--- src/rtl/sgf_divider_seq.sv ---
// sgf_divider_seq: sequential radix-2 restoring significand divider, one quotient bit per clock.
// Optional SGF_DIV_EARLY_TERM_EN ends the run once the remainder and the unused dividend bits are zero.
module sgf_divider_seq #(
    parameter int W_Sgf = 23
) (
    input  logic                 clk,
    input  logic                 rst,
    input  logic                 start_i,
    input  logic [W_Sgf:0]       Data_A,
    input  logic [W_Sgf:0]       Data_B,
    output logic                 ready_o,
    output logic                 valid_o,
    output logic [2*W_Sgf+1:0]   Quotient,
    output logic [W_Sgf:0]       Remainder,
    output logic                 Sticky,
    output logic                 Div_Zero
);
    localparam int N  = 2*W_Sgf+2;
    localparam int CW = $clog2(N+1);

    typedef enum logic [1:0] {IDLE, RUN, DONE} state_t;

    state_t          state, state_n;
    logic [N-1:0]    dvd, dvd_n, q, q_n, q_fin;
    logic [W_Sgf:0]  b, rem, rem_n;
    logic [W_Sgf+1:0] trial;
    logic [CW-1:0]   cnt;
    logic            ge, fin, accept, bzero;

    assign ready_o = state != RUN;
    assign accept  = ready_o && start_i;
    assign bzero   = Data_B == '0;

    // One restoring step: the partial remainder needs one extra bit before the compare.
    always_comb begin
        trial = {rem, dvd[N-1]};
        ge    = trial >= {1'b0, b};
        rem_n = (W_Sgf+1)'(ge ? trial - {1'b0, b} : trial);
        dvd_n = dvd << 1;
        q_n   = (q << 1) | N'(ge);
`ifdef SGF_DIV_EARLY_TERM_EN
        fin   = cnt == CW'(N-1) || (rem_n == '0 && dvd_n == '0);
        q_fin = q_n << (CW'(N-1) - cnt);
`else
        fin   = cnt == CW'(N-1);
        q_fin = q_n;
`endif
    end

    always_comb begin
        state_n = accept ? (bzero ? DONE : RUN) : (state == RUN && fin) ? DONE : state;
    end

    always_ff @(posedge clk or negedge rst) begin
        if (!rst) state <= IDLE;
        else      state <= state_n;
    end

    always_ff @(posedge clk or negedge rst) begin
        if (!rst) begin
            dvd       <= '0;
            b         <= '0;
            rem       <= '0;
            q         <= '0;
            cnt       <= '0;
            valid_o   <= 1'b0;
            Quotient  <= '0;
            Remainder <= '0;
            Sticky    <= 1'b0;
            Div_Zero  <= 1'b0;
        end else if (accept) begin
            dvd       <= {Data_A, {(W_Sgf+1){1'b0}}};
            b         <= Data_B;
            rem       <= '0;
            q         <= '0;
            cnt       <= '0;
            valid_o   <= bzero;
            Quotient  <= bzero ? '1 : '0;
            Remainder <= '0;
            Sticky    <= 1'b0;
            Div_Zero  <= bzero;
        end else if (state == RUN) begin
            dvd <= dvd_n;
            rem <= rem_n;
            q   <= q_n;
            cnt <= cnt + 1'b1;
            if (fin) begin
                valid_o   <= 1'b1;
                Quotient  <= q_fin;
                Remainder <= rem_n;
                Sticky    <= |rem_n;
            end
        end
    end
endmodule

--- config.mk ---
export PLATFORM = sky130hd
export DESIGN_NAME = sgf_divider_seq
export DESIGN_NICKNAME = d
export VERILOG_FILES = /design/src/rtl/sgf_divider_seq.sv
export SDC_FILE = /design/constraint.sdc
export NUM_CORES = 1
export LEC_CHECK = 0
export ABC_AREA = 0
export CELL_PAD_IN_SITES_DETAIL_PLACEMENT = 0
export CELL_PAD_IN_SITES_GLOBAL_PLACEMENT = 1
export CORE_MARGIN = 3
export CORE_UTILIZATION = 45
export CTS_CLUSTER_SIZE = 28
export DETAILED_ROUTE_END_ITERATION = 7
export GPL_TIMING_DRIVEN = 0
export PLACE_DENSITY = 0.94
export SLEW_MARGIN = 20
export SYNTH_ARGS = -nofsm -noshare
export SYNTH_HDL_FRONTEND = slang
export SYNTH_SLANG_ARGS = --single-unit
export TNS_END_PERCENT = 30
--- constraint.sdc ---
create_clock -name clk -period 7.22 [get_ports clk]
set_input_delay 2.166 -clock clk [delete_from_list [all_inputs] [get_ports clk]]
set_output_delay 2.166 -clock clk [all_outputs]
set_load 0.03 [all_outputs]
==> impl_metrics.env <==
export IMPL_reg2reg_slack_ps=3670
export IMPL_critPathMaxStageDelay_ps=730
export IMPL_synthesis_area_mm2=0.01010
export IMPL_cts_max_path_buffers=3
export IMPL_start_kind="primary input"
export IMPL_ys_seq_area_share_pct=49.82
export IMPL_synth_area_top_cells="dfrtp_1, o21ai_0, nand2_1"
export IMPL_outcome="finished clean"
export IMPL_min_path_cells=1
export IMPL_hold_viol_final=0
export IMPL_whs_endpoint="state[0]"
export IMPL_grt_max_degree=93
export IMPL_period_share_pct=68.04
export IMPL_dr_total_vias=8623
export IMPL_place_congestion=0.9193
export IMPL_cp_slowest_cell="nor3_1"
export IMPL_fin_nets=1308
export IMPL_yosys_top_cells_count="dfrtp_1, nand2_1, o21ai_0"
export IMPL_grtUsageTotal_pct=23.18
export IMPL_detail_route_wirelength_mm=28.08
export IMPL_finalCriticalPeriod_ps=4913
export IMPL_die_h_um=155.8
export IMPL_synth_top_area_share_pct=49.82
export IMPL_cp_top_family="buffers and inverters"
export IMPL_cp_end_kind="register"
export IMPL_final_max_slew_viol_count=0
export IMPL_cp_num_cells=8
export IMPL_cp_num_buf_inv=4
export IMPL_initialDrtViolationCount=639
export IMPL_io_buffers=126
export IMPL_multi_input_area_mm2=0.004631
export IMPL_holdBufCountCts=0
export IMPL_grt_pass1_vias=8749
export IMPL_path_clk_slew_ps=60
export IMPL_grt_ovfl_total=0
export IMPL_crit_chain="clkdlybuf4s50_1 > clkbuf_1 > nand2_1 > nor3_1 > nor2_1 > clkbuf_1 > clkbuf_1 > a21oi_1"
export IMPL_syn_avg_cell_area_um2=9.365
export IMPL_critPathMostFrequentCell="clkbuf_1"
export IMPL_first_pass_iters=5
export IMPL_synth_most_common_cell="dfrtp_1"
export IMPL_antenna_cells=0
export IMPL_p_leak_nw=5.383
export IMPL_cts_sinks=201
export IMPL_final_cell_count_no_fill=1528
export IMPL_yosysWarnings=0
export IMPL_cts_tree="yes"
export IMPL_synth_xor_area_share_pct=1.822
export IMPL_critPathArrivalTime_ps=5350
export IMPL_io_pins=127
export IMPL_die_w_um=155.8
export IMPL_synth_main_ff_cell="dfrtp_1"
export IMPL_setup_viol=0
export IMPL_grt_antenna_before_repair=1
export IMPL_cts_setup_buffers=0
export IMPL_fin_worst_skew_ps=12.53
export IMPL_setup_tns_ps=0
export IMPL_peakVddDrop_uv=263.0
export IMPL_hp_start="state[0]"
export IMPL_power_density_mw_per_mm2=493.3
export IMPL_ys_types=67
export IMPL_viasPerCell=5.643
export IMPL_r2r_end="Sticky"
export IMPL_slew_headroom_pct=47.25
export IMPL_syn_num_nets=1155
export IMPL_p_total_mw=6.197
export IMPL_rsz0062_at_grt="no"
export IMPL_path_class="primary input to register"
export IMPL_drive_above_1_share_pct=4.728
export IMPL_start_util_pct=45.98
export IMPL_rows=54
export IMPL_worstMarginPinSlew_ps=785.2
export IMPL_n_fill_cell=1930
export IMPL_synth_edf_count=0
export IMPL_hpwl_mm=20.15
export IMPL_core_mm2=0.02196
export IMPL_synth_top_area_cell="dfrtp_1"
export IMPL_worstHoldPathType="register to register"
export IMPL_drv_cap=0
export IMPL_whs_ps=473.5
export IMPL_route_detailed_drc=0
export IMPL_synth_async_reset_ratio_pct=100.0
export IMPL_cp_max_fo=10
export IMPL_utilization_pct=57.21
export IMPL_synth_adder_area_share_pct=3.297
export IMPL_cts_root_buffer="clkbuf_16"
export IMPL_ant_nets=0
export IMPL_synth_mux_area_fraction_pct=4.077
export IMPL_grt_pass1_wl_mm=45.89
export IMPL_r2r_start="dvd[47]"
export IMPL_areaGrowthSynthToFinish_pct=24.44
export IMPL_regArea_mm2=0.005030
export IMPL_synth_top_family_by_area="compound AO/OA/AOI/OAI gates"
export IMPL_clk_latency_ps=520
export IMPL_cts_made_buffers=23
export IMPL_synthCells=1078
export IMPL_synth_compound_area_share_pct=19.62
export IMPL_r2r_cells=12
export IMPL_yosys_area_share_simple_pct=17.05
export IMPL_die_area_mm2=0.02427
export IMPL_wire_per_inst_um=18.37
export IMPL_fmaxAchievable_mhz=203.6
export IMPL_cts_repair_resized=0
export IMPL_h_tree_depth=1
export IMPL_dp_cells=1486
export IMPL_ys_ff_latch=201
export IMPL_cp_required_ps=7660
-- cells in the final DEF, fill, tap and decap left out, types with 11 or more instances in the layout --
master	netlist	final
dfrtp_1	201	201
nor2_1	21	21
o21ai_0	162	162
inv_1	30	30
nand2_1	178	178
nand3_1	31	31
ha_1	25	25
nor4_1	11	11
xnor2_1	11	11
clkbuf_1	62	68
a211oi_1	50	50
clkbuf_16	0	23
a21oi_1	66	66
clkdlybuf4s50_1	0	125
nand3b_1	26	26
mux2i_1	40	40
nand2b_1	48	48
-- report_power, final --
part | switching, mW | internal (mW)
Clock | 0.481 | 0.742
Sequential | 0.336 | 1.56
Combinational | 1.87 | 1.21
-- cell type report --
cell class	count	share of cell area, %
buffer	74	2.540
clock buffer	33	5.199
clock inverter	9	1.135
inverter	31	0.9262
multi-input combinational	772	36.86
sequential	201	40.04
tap	280	2.789
timing repair buffer	128	10.52
-- state kept, by name (all words and copies together), names as in the netlist, 2 cells and up --
register	flops
Quotient	48
q	47
Remainder	24
b	24
dvd	24
rem	24
cnt	6
state	2
-- layer usage --
layer	up-vias	share of wire, %	global-route usage [%]	routed length [µm]
met4	2	2.6	5.845	731
met1	4203	45	31.82	12510
li1	4127	-	-	-
met3	49	6.3	4.910	1767
met2	242	46	37.79	13050
met5	-	0.046	0	13
-- kinds of logic (layout without fill, tap and decap cells) --
family,Yosys count,after routing
buffers and inverters,105,275
adders and majority gates,26,26
muxes,41,41
DFF,201,201
xor gates and xnor gates,21,21
AOI/OAI and AO/OA,334,334
and+or+nand+nor,350,350
-- how the worst max path moves through the flow --
stage                  from           end
floorplan           start_i  Quotient[28]
global placement        rst  Quotient[21]
detailed placement  start_i  Quotient[45]
CTS                 start_i  Quotient[40]
global route        start_i  Quotient[39]
finish              start_i  Quotient[40]
-- stage by stage --
step | instance area [µm²] | worst slack [ps]
3_5_place_dp | 11770 | 1774
6_report | 12560 | 2307
5_1_grt | 12560 | 2143
4_1_cts | 12560 | 2299
2_1_floorplan | 10100 | 3618
3_3_place_gp | 11710 | -4545
Power figures use the tool's default switching activity.
